## src/rtl/snn_spi_pkg.sv

```systemverilog
// snn_spi_pkg
//   Shared constants, state encoding and frame helper for the SNN SPI
//   register-interface initiator.
//   Frame layout (MSB first): [15] W (1 = write), [14:8] address, [7:0] data.
package snn_spi_pkg;

    localparam int FRAME_W = 16;
    localparam int RW_BIT  = 15;
    localparam int ADDR_W  = 7;
    localparam int DATA_W  = 8;

    localparam logic SPI_WR = 1'b1;
    localparam logic SPI_RD = 1'b0;

    typedef enum logic [2:0] {
        IDLE,
        SETUP,
        SHIFT_HI,
        SHIFT_LO,
        HOLD,
        GAP
    } spi_m_state_t;

    // Reads put zeros in the data field; the slave owns miso during it.
    function automatic logic [FRAME_W-1:0] build_frame(
        input logic              wr,
        input logic [ADDR_W-1:0] addr,
        input logic [DATA_W-1:0] wdata
    );
        return {wr, addr, (wr == SPI_WR) ? wdata : {DATA_W{1'b0}}};
    endfunction

endpackage

```

## src/rtl/snn_spi_sclk_div.sv

```systemverilog
// snn_spi_sclk_div
//   Half-period divider shared by every timed state of the SPI initiator.
//   The counter runs 0..CLK_DIV-1 while en is high and parks at 0 otherwise,
//   so each state entered from IDLE or from a wrap starts a fresh half period.
// Ports:
//   clk       system clock
//   rst_n     synchronous active-low reset
//   en        count enable (high whenever the initiator is not idle)
//   half_last high in the last clk cycle of the current half period
//   wrap      half_last qualified by en; advances the initiator state
module snn_spi_sclk_div
    import snn_spi_pkg::*;
#(
    parameter int CLK_DIV = 4
) (
    input  logic clk,
    input  logic rst_n,
    input  logic en,
    output logic half_last,
    output logic wrap
);

    localparam logic [7:0] CNT_MAX = 8'(CLK_DIV - 1);

    logic [7:0] cnt;

    always_ff @(posedge clk) begin
        if (!rst_n || !en) begin
            cnt <= '0;
        end else if (half_last) begin
            cnt <= '0;
        end else begin
            cnt <= cnt + 8'd1;
        end
    end

    assign half_last = (cnt == CNT_MAX);
    assign wrap      = en && half_last;

endmodule

```

## src/rtl/snn_spi_master.sv

```systemverilog
// snn_spi_master
//   Mode-0 SPI initiator for the SNN core register interface. One request
//   produces one 16-bit frame: SETUP (cs_n low, sclk low), 16 x (high half,
//   low half), HOLD, then an inter-frame GAP with cs_n high. Every timed
//   phase lasts CLK_DIV clk cycles, so cs_n is low for 34*CLK_DIV cycles.
// Ports:
//   clk, rst_n          clock, synchronous active-low reset
//   start, wr, addr,    request; sampled only while busy=0
//   wdata
//   busy                high from the cycle after start through the gap
//   done                one-cycle pulse on the cycle cs_n returns high
//   rdata               data of the last completed read
//   sclk, cs_n, mosi    SPI outputs (registered)
//   miso                SPI input, sampled just before each sclk fall
module snn_spi_master #(
    parameter int CLK_DIV = 4,
    parameter int ADDR_W  = 7,
    parameter int DATA_W  = 8
) (
    input  logic              clk,
    input  logic              rst_n,
    input  logic              start,
    input  logic              wr,
    input  logic [ADDR_W-1:0] addr,
    input  logic [DATA_W-1:0] wdata,
    output logic              busy,
    output logic              done,
    output logic [DATA_W-1:0] rdata,
    output logic              sclk,
    output logic              cs_n,
    output logic              mosi,
    input  logic              miso
);

    import snn_spi_pkg::*;

    spi_m_state_t        state;
    logic [FRAME_W-1:0]  tx;        // tx[FRAME_W-1] is the bit on mosi
    logic [DATA_W-1:0]   rx;        // last DATA_W miso samples
    logic [3:0]          bit_cnt;   // frame bit currently on the wire
    logic                is_rd;
    logic [FRAME_W-1:0]  req_frame;
    logic                div_en;
    logic                half_last;
    logic                wrap;

    assign req_frame = build_frame(wr, addr, wdata);
    assign div_en    = (state != IDLE);

    snn_spi_sclk_div #(
        .CLK_DIV (CLK_DIV)
    ) u_div (
        .clk       (clk),
        .rst_n     (rst_n),
        .en        (div_en),
        .half_last (half_last),
        .wrap      (wrap)
    );

    always_ff @(posedge clk) begin
        if (!rst_n) begin
            state   <= IDLE;
            sclk    <= 1'b0;
            cs_n    <= 1'b1;
            mosi    <= 1'b0;
            busy    <= 1'b0;
            done    <= 1'b0;
            rdata   <= '0;
            tx      <= '0;
            rx      <= '0;
            bit_cnt <= '0;
            is_rd   <= 1'b0;
        end else begin
            done <= 1'b0;
            case (state)
                IDLE: begin
                    if (start) begin
                        tx      <= req_frame;
                        is_rd   <= (wr == SPI_RD);
                        cs_n    <= 1'b0;
                        mosi    <= req_frame[RW_BIT];
                        sclk    <= 1'b0;
                        busy    <= 1'b1;
                        bit_cnt <= 4'd15;
                        state   <= SETUP;
                    end
                end
                SETUP: begin
                    if (wrap) begin
                        sclk  <= 1'b1;
                        state <= SHIFT_HI;
                    end
                end
                SHIFT_HI: begin
                    // Sample as late as possible in the high half so the
                    // slave has the whole half period to settle miso.
                    if (half_last) begin
                        rx <= {rx[DATA_W-2:0], miso};
                    end
                    if (wrap) begin
                        sclk  <= 1'b0;
                        tx    <= {tx[FRAME_W-2:0], 1'b0};
                        mosi  <= tx[FRAME_W-2];
                        state <= SHIFT_LO;
                    end
                end
                SHIFT_LO: begin
                    if (wrap) begin
                        if (bit_cnt == 4'd0) begin
                            state <= HOLD;
                        end else begin
                            bit_cnt <= bit_cnt - 4'd1;
                            sclk    <= 1'b1;
                            state   <= SHIFT_HI;
                        end
                    end
                end
                HOLD: begin
                    if (wrap) begin
                        cs_n  <= 1'b1;
                        mosi  <= 1'b0;
                        done  <= 1'b1;
                        if (is_rd) begin
                            rdata <= rx;
                        end
                        state <= GAP;
                    end
                end
                GAP: begin
                    if (wrap) begin
                        busy  <= 1'b0;
                        state <= IDLE;
                    end
                end
                default: begin
                    state <= IDLE;
                end
            endcase
        end
    end

endmodule

```

## config.mk

```make
export PLATFORM = sky130hd
export DESIGN_NAME = snn_spi_master
export DESIGN_NICKNAME = d
export VERILOG_FILES = /design/src/rtl/snn_spi_pkg.sv /design/src/rtl/snn_spi_sclk_div.sv /design/src/rtl/snn_spi_master.sv
export SDC_FILE = /design/constraint.sdc
export NUM_CORES = 1
export LEC_CHECK = 0
export CORE_MARGIN = 10
export CORE_UTILIZATION = 54
export CTS_CLUSTER_DIAMETER = 120
export CTS_CLUSTER_SIZE = 40
export DETAILED_ROUTE_END_ITERATION = 12
export GPL_TIMING_DRIVEN = 0
export PLACE_DENSITY_LB_ADDON = 0.25
export SYNTH_ARGS = -nofsm -noshare
export SYNTH_HDL_FRONTEND = slang
export SYNTH_SLANG_ARGS = --single-unit
```

## constraint.sdc

```tcl
create_clock -name clk -period 2.27 [get_ports clk]
set_clock_uncertainty 0.2 [all_clocks]
set_input_delay 0.454 -clock clk [delete_from_list [all_inputs] [get_ports clk]]
set_output_delay 0.454 -clock clk [all_outputs]
set_load 0.02 [all_outputs]
```

## Word level (Yosys, flattened, before mapping)

Index checks and enable logic that the tools add are counted.
W data, S select, Z words.

- Flip-flop bits (word level): 52
- Output and inout port bits: 13
- Word-level logic and storage cells: 82
- Input port bits: 20

- Add/sub/neg operators: 2
- Bitwise gates (word level): 1
- Multiplexer cells: 29
- Equality and inequality tests: 13
- Reductions and logical operators: 25

Operators by type and width:

| kind | count |
|---|---|
| $mux W15 | 2 |
| $pmux W15 S2 | 1 |
| $mux W3 | 7 |
| $pmux W3 S6 | 1 |
| $mux W4 | 3 |
| $reduce_and A3 Y1 | 4 |
| $reduce_and A6 Y1 | 2 |
| $ne A2 B1 Y1 const B | 5 |
| $mux W1 | 9 |
| $add A8 B1 Y8 const B | 1 |
| $eq A8 B2 Y1 const B | 1 |
| $mux W8 | 1 |
| $pmux W4 S2 | 1 |
| $reduce_and A4 Y1 | 2 |
| $reduce_bool A2 Y1 | 4 |
| $eq A3 B2 Y1 const B | 2 |
| $eq A3 B3 Y1 const B | 2 |
| $reduce_and A2 Y1 | 3 |
| $reduce_bool A3 Y1 | 2 |
| $logic_not A4 Y1 | 1 |
| $ne A2 B2 Y1 const B | 2 |
| $pmux W1 S2 | 2 |
| $pmux W1 S4 | 1 |
| $reduce_bool A4 Y1 | 1 |
| 9 further kinds | 10 |

## Longest topological paths before layout

Gate-level depths: netlist (run 1).

- Depth after elaboration: 4
- Depth in mapped cells: 6
- Depth with buffers taken out: 6

## Modules after synthesis

Synthesis (run 1) repeated with hierarchy kept, for this count alone.

- Cells, all modules: 279
- Area, all modules: 2514.9 um^2

By module, submodules not included:

| module | cells each | instances | area each (um^2) | seq. area each (um^2) |
|---|---|---|---|---|
| snn_spi_master | 238 | 1 | 2154.6 | 880.8 |
| snn_spi_sclk_div | 41 | 1 | 360.3 | 160.2 |

## Least setup slack after synthesis (run 1)

No wires, ideal clock.

- Path kind: register to register
- From: reg u_div.cnt[0]
- To: reg bit_cnt[1]
- Setup slack: 0.247 ns
- Required time: 1.998 ns
- Path buffers: 0
- Setup time: 0.072 ns
- Stages on the path, launching flop included: 6
- Arrival time: 1.752 ns
- Clock period less this slack: 2.023 ns
- Cell sequence: dfxtp_1 -> ha_1 -> or3b_2 -> nor3_1 -> a21o_2 -> mux2i_1

- Longest elaborated chain between the ends: 4

RTL lines:

| element | line | text |
|---|---|---|
| start, declared | snn_spi_sclk_div.sv:25 | `logic [7:0] cnt;` |
| start signal, assigned | snn_spi_sclk_div.sv:33 | `cnt <= cnt + 8'd1;` |
| $eq A8 B2 Y1 | snn_spi_sclk_div.sv:37 | `assign half_last = (cnt == CNT_MAX);` |
| $logic_and A1 B1 Y1 | snn_spi_sclk_div.sv:38 | `assign wrap = en && half_last;` |
| $ne A2 B1 Y1 (no line) | -- |  |
| $reduce_and A4 Y1 (no line) | -- |  |
| end signal, assigned | snn_spi_master.sv:112 | `bit_cnt <= bit_cnt - 4'd1;` |
| end, declared | snn_spi_master.sv:40 | `logic [3:0] bit_cnt;` |

No other way between the ends.
A chain may end at the register's enable or synchronous reset.

## Final worst setup path (run 1)

- From: reg u_div.cnt[0]
- To: reg tx[10]

- Longest elaborated chain between the ends: 4

RTL lines:

| element | line | text |
|---|---|---|
| $eq A8 B2 Y1 | snn_spi_sclk_div.sv:37 |  |
| $logic_and A1 B1 Y1 | snn_spi_sclk_div.sv:38 |  |
| $ne A2 B1 Y1 (no line) | -- |  |
| $reduce_and A3 Y1 (no line) | -- |  |
| end signal, assigned | snn_spi_master.sv:78 | `tx <= req_frame;` |
| end signal, assigned | snn_spi_master.sv:102 | `tx <= {tx[FRAME_W-2:0], 1'b0};` |
| end, declared | snn_spi_master.sv:38 | `logic [FRAME_W-1:0] tx;` |

No other way between the ends.

==> results.md, run 1 <==
- Max Root-Sink Buffers: 2
- Synthesis Warnings: 0
- Crit path cell chain: ha_1 > or3b_2 > o31ai_4 > buf_6 > buf_6 > a211oi_2
- Leak: 1.13 nW
- Placed cell area: 0.00275 mm^2
- Post-CTS Setup Bufs: 0
- Setup crit start kind: flop
- Status: completed
- Syn_nets: 278
- Post-synthesis mux area share: 7.70%
- Die Ht: 86.3 um
- Worst setup EP type: flop
- Ys async rst share: 0%
- Critical Path RT: 2.25 ns
- Max layer used: met4
- Post-route ant nets: 0
- Initial Util: 55.3%
- DP HPWL: 3660 um
- Slew Viols, Final: 0
- Crit-path max cell delay: 0.57 ns
- Slew HR: 55.5%
- Drt first pass iters: 5
- WP buf/inv: 2
- Hold Vio Cnt, Final: 0
- Final instance area: 0.00287 mm^2
- Multi-input logic area: 0.00126 mm^2
- Num CTS Buffers: 5
- Compound-Gate Fraction of Synth Area: 18.5%
- Total track usage: 14.4%
- Count leader, synth: dfxtp_1
- Wire length on met3: 345 um
- FILL cells: 388
- PD cells: 595 mW/mm^2
- Post-synthesis adder-cell area fraction: 1.05%
- Maximum VDD drop: 0.499 mV
- Net count, final: 316
- H-tree depth: 2
- CTS tree: yes
- #FFs+latches synth: 52
- Delay-heaviest family, CP: simple AND/OR/NAND/NOR gates
- Synthesized area: 0.00237 mm^2
- Vias per cell: 5.68
- Vias in the first global route: 1944
- Initial DRC count: 109
- Initial antenna violation count: 0
- Minimum clock period: 2.18 ns
- Xor and xnor area share after synthesis: 2.21%
- Cell taking the most area after synthesis: dfxtp_1
- Final hold slack: 0.254 ns
- Maxcap violations: 0
- CP max stage cell: or3b_2
- WS Path Type: reg2reg
- Hold Buf Count CTS: 0
- Final Cycle Share: 96.2%
- DRC: 0
- # setup viols final: 0
- Remaining global-route overflow: 0
- Cell repeated most along the worst path: buf_6
- Area Growth Syn to Fin: 21.1%
- Core outline area: 0.00429 mm^2
- First-pass GRT wire length: 8860 um
- Die area: 0.00745 mm^2
- Primary FF master, synth: dfxtp_1
- Wl on met1: 2290 um
- Post-synthesis sequential area ratio: 43.9%
- Critical path fanouts, max: 10
- Top cells by count, synth: dfxtp_1, nor2_1, a21oi_1
- Number of synthesized flops with an enable pin: 0
- Io pins: 33
- Largest net degree at the start of global routing: 18
- Main combinational cell family by area after synthesis: simple AND/OR/NAND/NOR gates
- Simple-Gate Fraction of Synth Area: 22.1%
- CTS Sinks: 52
- Row cnt: 24
- ANT cells: 0
- Hold Path Class: reg2reg
- Placer Congestion: 0.804
- Syn avg cell area: 9.27 um^2
- Synth cell types: 45
- Top cells by area, synth: dfxtp_1, a211oi_2, mux2i_1
- RSZ-0062 raised after global routing: yes
- Data arrival, critical path: 2.16 ns
- Drt wl/cell: 14.7 um
- Die X: 86.3 um
- Layout cell share with drive strength beyond 1: 14.2%
- Vias: 1971
- Register area: 0.00104 mm^2
- CTS clock-pin slew for the worst setup and hold paths: 0.10 ns
- Achievable Freq: 458 MHz
- Mapped Cells: 256
- Number of I/O port buffers: 31
- Clock Latency Late Sink: 0.31 ns
- Worst-Margin Slew: 0.667 ns
- CTS root buf: clkbuf_8
- Total routed wirelength: 5100 um
- Met2 WL: 2400 um
- Top cell type's share of synthesized area: 43.9%
## report_power, final
part           switching [mW]  internal [mW]
clock network           0.320          0.221
logic                   0.102         0.0988
registers              0.0226          0.947
total                   0.444           1.27
## layout by cell type (no fill, tap or decap), types with 2 or more instances in the layout
cell             count
clkdlybuf4s50_1     31
clkbuf_8             5
nor3_1               4
xnor2_1              2
o21a_1               3
a211oi_2            14
ha_1                 2
and3_1              10
nand2_1             13
xor2_1               4
nor3b_2              3
dfxtp_1             52
or3_1                2
nand2b_1             4
a21oi_1             24
nand3b_1             2
o21ai_0              4
buf_2                3
buf_6                3
inv_1                7
mux2_2               2
buf_1                2
a311oi_1             2
mux2i_1             16
nor2_1              34
nand3_1             16
a211oi_1             2
clkbuf_1             7
## worst paths after layout
check | cells after the start | slack, ns | endpoint | startpoint
worst max-delay path | 6 | 0.09 | tx[10] | u_div.cnt[0]
worst min-delay path | 1 | 0.25 | u_div.cnt[0] | u_div.cnt[0]
worst min register to register | 1 | 0.25 | u_div.cnt[0] | u_div.cnt[0]
worst max register to register | 6 | 0.09 | tx[10] | u_div.cnt[0]
## metrics by stage
stage / util, % / setup slack [ns] / power, mW / cells / TNS, ns
3_5_place_dp: 64.0 / -0.339 / 1.19 / 339 / -4.74
6_report: 66.9 / 0.0874 / 1.71 / 347 / 0
2_1_floorplan: - / 0.247 / 1.12 / 256 / 0
4_1_cts: 66.3 / 0.0000462 / 1.72 / 347 / 0
3_3_place_gp: 64.0 / -0.329 / 1.18 / 339 / -4.57
5_1_grt: 66.9 / -0.0163 / 1.79 / 347 / -0.0397
## per-layer routing
| layer | GRT usage [%] | vias to the layer above |
|---|---|---|
| met5 | 0 | - |
| met4 | 4.86 | 0 |
| met3 | 5.72 | 5 |
| met2 | 23.8 | 46 |
| li1 | - | 986 |
| met1 | 16.7 | 934 |
## worst register-to-register path, cell delays in order, from the launching register on
cell and delay [ns]:
dfxtp_1 0.36, ha_1 0.24, or3b_2 0.57, o31ai_4 0.25, buf_6 0.18, buf_6 0.17, a211oi_2 0.08
## kinds of logic after synthesis
| group | Yosys count |
|---|---|
| AO/OA/AOI/OAI | 56 |
| XOR/XNOR | 6 |
| flip-flops | 52 |
| buffers and inverters | 22 |
| AND/OR/NAND/NOR | 100 |
| adder cells (fa/ha/maj) | 2 |
| multiplexers | 18 |
## sequential cells by signal (all words and copies together) (netlist names)
register and flops:
sclk 1, tx 15, cs_n 1, rdata 8
u_div.cnt 8, busy 1, mosi 1, state 3
rx 8, is_rd 1, bit_cnt 4, done 1
## area by class of cell
cell class	instances	share of cell area (%)
Clock inverter	3	0.784
Clock buffer	5	2.39
Multi-Input combinational cell	182	43.8
Tap cell	52	2.26
Buffer	15	2.87
Inverter	7	0.914
Timing Repair Buffer	31	10.8
Sequential cell	52	36.2
## repair_timing
action	4_1_cts	5_1_grt
endpoints found under the setup margin	1	24
gates resized for setup	1	5
pin swaps	0	0
gates cloned	0	0
Note: power is estimated with default switching activity, not from simulation.
==> run 2: changes to the inputs <==
--- a/config.mk
+++ b/config.mk
@@ -5,6 +5,7 @@
 export SDC_FILE = /design/constraint.sdc
 export NUM_CORES = 1
 export LEC_CHECK = 0
+export CORE_ASPECT_RATIO = 1.75
 export CORE_MARGIN = 10
 export CORE_UTILIZATION = 54
 export CTS_CLUSTER_DIAMETER = 120
==> constraint.sdc (replaced) <==
create_clock -name clk -period 2.4 [get_ports clk]
set_clock_uncertainty 0.2 [all_clocks]
set_input_delay 0.48 -clock clk [delete_from_list [all_inputs] [get_ports clk]]
set_output_delay 0.48 -clock clk [all_outputs]
set_load 0.02 [all_outputs]
==> run 2 against run 1 <==
Effect of this change: combinational power fell by 7%; non-clock buffer count did not move; final area fell by 1.1%; utilization rose by 0.90 points; clock power fell by 3.7%; wire length barely moved; critical path type is now in2reg; largest cell class unchanged; largest power group unchanged; highest routed layer unchanged.
==> results.md, run 2 (synthesis gave the netlist of run 1 again) <==
- Hold Vio Cnt, Final: 0 (unchanged)
- Vias per cell: 5.65 (-0.56%)
- Top reg by flops: tx
- Die X: 70.1 um (-19%)
- Post-CTS Setup Bufs: 0 (unchanged)
- Post-route ant nets: 0 (unchanged)
- Drt wl/cell: 14.8 um (+0.79%)
- Final hold slack: 0.250 ns (-0.00373 ns)
- Io pins: 33 (unchanged)
- Area Growth Syn to Fin: 19.7%
- Total track usage: 13.2% (-1.3 points)
- Min-Delay Path Depth: 1 (unchanged)
- Status: completed
- Die Ht: 108 um (+25%)
- Layout cell share with drive strength beyond 1: 12.9% (-1.4 points)
- Worst-Margin Slew: 0.699 ns (+0.0323 ns)
- Initial Util: 56.7% (+1.4 points)
- Num CTS Buffers: 5 (unchanged)
- WHS Endpoint: u_div.cnt[0]
- Vias: 1943 (-1.4%)
- Initial DRC count: 77 (-29%)
- Largest net degree at the start of global routing: 19 (+1)
- Hold path start: u_div.cnt[0]
- Switching share of power: 26.0% (+0.052 points)
- Critical Path RT: 2.37 ns (+0.12 ns)
- Maxcap violations: 0 (unchanged)
- GR peak layer: met2
- Most frequent cells in the layout: dfxtp_1, nor2_1, clkdlybuf4s50_1
- CTS root buf: clkbuf_8
- Setup crit start kind: input pin
- Met3 Use GR: 3.69% (-2.0 points)
- Hold Buf Count CTS: 0 (unchanged)
- Core outline area: 0.00419 mm^2 (-2.4%)
- FILL cells: 368 (-5.2%)
- Clock network fraction of design power: 32.1% (+0.5 points)
- WS Path Type: in2reg
- R2R cell count: 5 (-1)
- ANT cells: 0 (unchanged)
- Met1 Track Usage GR: 13.0% (-3.7 points)
- RR Startpoint: u_div.cnt[0]
- Hold Path Class: reg2reg
- Drt first pass iters: 4 (-1)
- DP HPWL: 3870 um (+5.5%)
- Slew Viols, Final: 0 (unchanged)
- Leak: 1.13 nW (about the same)
- Critical path fanouts, max: 10 (unchanged)
- CTS clock-pin slew for the worst setup and hold paths: 0.10 ns (about the same)
- # setup viols final: 0 (unchanged)
- PostCTS Resize Cnt: 0 (-1)
- Minimum clock period: 2.30 ns
- Sw Pwr: 0.423 mW (-4.8%)
- Die area: 0.00755 mm^2 (+1.4%)
- CTS Sinks: 52 (unchanged)
- Worst flop-to-flop path endpoint: bit_cnt[1]
- Max Root-Sink Buffers: 2 (unchanged)
- Net count, final: 316 (unchanged)
- Data arrival, critical path: 2.27 ns (+0.11 ns)
- Share of total power in combinational logic: 11.5% (-0.2 points)
- Achievable Freq: 435 MHz
- Sequential share of power: 56.4% (-0.3 points)
- Total power: 1.63 mW (-5.0%)
- Placer Congestion: 0.882 (+9.8%)
- Maximum VDD drop: 0.443 mV (-11%)
- Number of I/O port buffers: 31 (unchanged)
- Total routed wirelength: 5100 um (about the same)
- DRC: 0 (unchanged)
- Setup slack after layout: 0.100 ns (+0.0127 ns)
- Setup Slack @ Placement: -0.232 ns (+0.106 ns)
- CTS tree: yes
- H-tree depth: 2 (unchanged)
- Remaining global-route overflow: 0 (unchanged)
- Largest register FFs: 15 (unchanged)
- Slew HR: 53.0% (-2.6 points)
- RSZ-0062 raised after global routing: no
- Flop2flop setup slack: 0.15 ns (+0.06 ns)
- Vias in the first global route: 1937 (-0.36%)
- Row cnt: 31 (+29%)
- GR Layer Usage met2: 24.6% (+0.78 points)
- Most common cell after layout, fill and taps aside: dfxtp_1
- Clock Latency Late Sink: 0.31 ns (about the same)
- First-pass GRT wire length: 8480 um (-4.3%)
- Final Cycle Share: 95.8%
- Initial antenna violation count: 0 (unchanged)
- PD cells: 572 mW/mm^2 (-3.9%)
- Worst setup EP type: flop
- P_int: 1.20 mW (-5.1%)
-- run 2: metal layers --
layer  vias up  part of all wire (%)
met4         0                   1.8
li1        987                     -
met1       911                    41
met3         7                   4.1
met2        38                    54
met5         -                     0
-- run 2: worst max path at each step --
stage,end,startpoint
2_1_floorplan,bit_cnt[1],u_div.cnt[0]
4_1_cts,tx[11],start
6_report,tx[11],start
5_1_grt,bit_cnt[1],u_div.cnt[0]
3_5_place_dp,tx[11],start
3_3_place_gp,tx[12],start
-- run 2: final cells by class --
cell class	instances	area [um^2]	area share, %
Buffer	15	82.6	2.91
Sequential cell	52	1040	36.6
Multi-Input combinational cell	182	1220	43.1
Tap cell	49	61.3	2.16
Clock buffer	5	68.8	2.42
Timing Repair Buffer	31	310	10.9
Inverter	7	26.3	0.925
Clock inverter	3	27.5	0.969
-- run 2: metrics by stage --
stage                     area [um^2]  setup TNS (ns)  cells  util (%)
after floorplan                  2370               0    256         -
after global placement           2750           -2.88    336      65.5
after detailed placement         2750           -3.02    336      65.5
after CTS                        2840               0    344      67.8
after global routing             2840               0    344      67.8
final                            2840               0    344      67.8
-- run 2: critical path, stage by stage --
cell,delay [ns]
clkdlybuf4s50_1,0.53
or4b_2,0.71
o31ai_4,0.12
buf_6,0.18
buf_6,0.17
a211oi_2,0.08
-- run 2: power by group through the flow --
| stage | registers (mW) | clock network, mW | logic (mW) |
|---|---|---|---|
| global route | 0.922 | 0.563 | 0.205 |
| floorplan | 0.936 | 0 | 0.120 |
| detailed placement | 0.937 | 0 | 0.188 |
| finish | 0.917 | 0.521 | 0.187 |
| CTS | 0.918 | 0.535 | 0.188 |
| global placement | 0.936 | 0 | 0.184 |
==> run 3: changes to the inputs <==
==> constraint.sdc (replaced) <==
create_clock -name clk -period 2.3 [get_ports clk]
set_clock_uncertainty 0.2 [all_clocks]
set_input_delay 0.46 -clock clk [delete_from_list [all_inputs] [get_ports clk]]
set_output_delay 0.46 -clock clk [all_outputs]
set_load 0.02 [all_outputs]
==> run 3 against run 2 <==
Effect of this change: sequential power increased by 4.4%; global-route usage unchanged; via count increased by 1.5%; critical path depth unchanged; cell count unchanged; register-to-register slack got worse by 0.02 ns; first-iteration DRC count increased by 1.3%; largest power group unchanged; setup slack improved by 0.025 ns; clock power increased by 5.0%.
==> results.md, run 3 (synthesis gave the netlist of run 1 again) <==
- Maxcap violations: 0 (unchanged)
- CTS Sinks: 52 (unchanged)
- Final Cycle Share: 94.6%
- Die Ht: 108 um (unchanged)
- Die area: 0.00755 mm^2 (unchanged)
- Largest register FFs: 15 (unchanged)
- Cell repeated most along the worst path: buf_6
- # setup viols final: 0 (unchanged)
- Leak: 1.14 nW (+0.88%)
- Slew HR: 57.2% (+4.3 points)
- Layout cell share with drive strength beyond 1: 14.2% (+1.4 points)
- CTS tree: yes
- Share of total power in combinational logic: 11.5% (about the same)
- CP max stage cell: or3b_2
- Maximum VDD drop: 0.484 mV (+9.1%)
- Post-CTS Setup Bufs: 0 (unchanged)
- Top reg by flops: tx
- ANT cells: 0 (unchanged)
- Data arrival, critical path: 2.15 ns (-0.12 ns)
- RR Startpoint: u_div.cnt[0]
- Vias in the first global route: 1937 (unchanged)
- Crit-path max cell delay: 0.56 ns (-0.15 ns)
- Core outline area: 0.00419 mm^2 (unchanged)
- Total routed wirelength: 5110 um (+0.33%)
- Die X: 70.1 um (unchanged)
- Max Root-Sink Buffers: 2 (unchanged)
- Row cnt: 31 (unchanged)
- Initial antenna violation count: 0 (unchanged)
- Hold Path Class: reg2reg
- CTS clock-pin slew for the worst setup and hold paths: 0.10 ns (about the same)
- Final instance area: 0.00287 mm^2 (+1.1%)
- Min-Delay Path Depth: 1 (unchanged)
- Final core utilization: 68.6% (+0.75 points)
- Most frequent cells in the layout: dfxtp_1, nor2_1, clkdlybuf4s50_1
- Hold path start: u_div.cnt[0]
- Initial Util: 56.7% (unchanged)
- Flop2flop setup slack: 0.13 ns (-0.02 ns)
- Hold Buf Count CTS: 0 (unchanged)
- Largest net degree at the start of global routing: 19 (unchanged)
- Placed cell area: 0.00275 mm^2 (unchanged)
- Total track usage: 13.2% (unchanged)
- Io pins: 33 (unchanged)
- Status: completed
- Critical Path RT: 2.27 ns (-0.10 ns)
- R2R cell count: 6 (+1)
- Vias: 1972 (+1.5%)
- Minimum clock period: 2.17 ns
- Initial DRC count: 78 (+1.3%)
- Switching share of power: 26.2% (+0.17 points)
- Post-route ant nets: 0 (unchanged)
- Setup crit start kind: flop
- CTS root buf: clkbuf_8
- Area Growth Syn to Fin: 21.0%
- WHS Endpoint: u_div.cnt[0]
- Most common cell after layout, fill and taps aside: dfxtp_1
- Worst setup EP type: flop
- First-pass GRT wire length: 8480 um (unchanged)
- Critical path fanouts, max: 10 (unchanged)
- Remaining global-route overflow: 0 (unchanged)
- Worst flop-to-flop path endpoint: tx[11]
- Slew Viols, Final: 0 (unchanged)
- Vias per cell: 5.73 (+1.5%)
- Drt wl/cell: 14.9 um (+0.33%)
- WS Path Type: reg2reg
- DP HPWL: 3870 um (unchanged)
- Placer Congestion: 0.882 (unchanged)
- Crit path cell chain: ha_1 > or3b_2 > o31ai_4 > buf_6 > buf_6 > a211oi_2
- Drt first pass iters: 4 (unchanged)
- Clock Latency Late Sink: 0.31 ns (about the same)
- Sequential share of power: 56.3% (about the same)
- Net count, final: 316 (unchanged)
- Number of I/O port buffers: 31 (unchanged)
- Achievable Freq: 460 MHz
- Clock network fraction of design power: 32.2% (about the same)
- Worst-Margin Slew: 0.642 ns (-0.0577 ns)
- Hold Vio Cnt, Final: 0 (unchanged)
- H-tree depth: 2 (unchanged)
- P_int: 1.26 mW (+4.4%)
- PD cells: 592 mW/mm^2 (+3.5%)
- Num CTS Buffers: 5 (unchanged)
- RSZ-0062 raised after global routing: no
- Sw Pwr: 0.445 mW (+5.3%)
- DRC: 0 (unchanged)
- Final hold slack: 0.250 ns (+0.0000870 ns)
==> run 3: cell counts in the layout (fill, tap and decap cells not counted) <==
No cell type changed its count.
==> run 3: worst max-delay path, delay by kind of cell (launching register included) <==
kind	cells	cell delay [ns]
and+or+nand+nor	1	0.56
DFF	1	0.36
buffers and inverters	2	0.35
AOI/OAI and AO/OA	2	0.32
adders and majority gates	1	0.24
==> run 3: repair_timing <==
action                                  in CTS  in global routing
resized for setup                            0                  6
hold endpoints to repair                     0                  0
endpoints found under the setup margin       0                 19
==> run 3: power by group through the flow <==
stage | logic [mW] | registers [mW] | clock network (mW)
5_1_grt | 0.216 | 0.962 | 0.587
6_report | 0.196 | 0.957 | 0.547
4_1_cts | 0.197 | 0.957 | 0.558
2_1_floorplan | 0.126 | 0.977 | 0
3_3_place_gp | 0.192 | 0.977 | 0
3_5_place_dp | 0.196 | 0.978 | 0
==> run 3: cell type report <==
type | count | area (um^2)
repair buffers | 31 | 310
fillers | 364 | 1320
multi-input cells | 182 | 1250
clock inverters | 3 | 27.5
inverters | 7 | 26.3
clock buffers | 5 | 68.8
plain buffers | 15 | 82.6
flip-flops and latches | 52 | 1040
well taps | 49 | 61.3
==> run 3: how the worst max path moves through the flow <==
stage | from | slack, ns | to | cells past startpoint
after global routing | state[0] | 0.02 | bit_cnt[1] | 5
after CTS | start | 0.02 | tx[11] | 6
after detailed placement | start | -0.31 | tx[11] | 6
final | u_div.cnt[0] | 0.13 | tx[11] | 6
after floorplan | u_div.cnt[0] | 0.28 | bit_cnt[1] | 5
after global placement | start | -0.30 | tx[12] | 6
==> run 3: per-stage QoR <==
step | cells | setup WS (ns) | TNS (ns) | power [mW]
CTS | 344 | 0.0157 | 0 | 1.71
detailed placement | 336 | -0.312 | -4.30 | 1.17
floorplan | 256 | 0.277 | 0 | 1.10
global route | 344 | 0.0249 | 0 | 1.77
global placement | 336 | -0.304 | -4.16 | 1.17
finish | 344 | 0.125 | 0 | 1.70
==> run 3: routing by layer <==
metal  GRT usage, %  share of wire [%]  up-vias
met1           13.0                 40      932
met5              0                  0        -
li1               -                  -      989
met3           3.69                4.3       11
met2           24.6                 54       40
met4           5.95                2.4        0
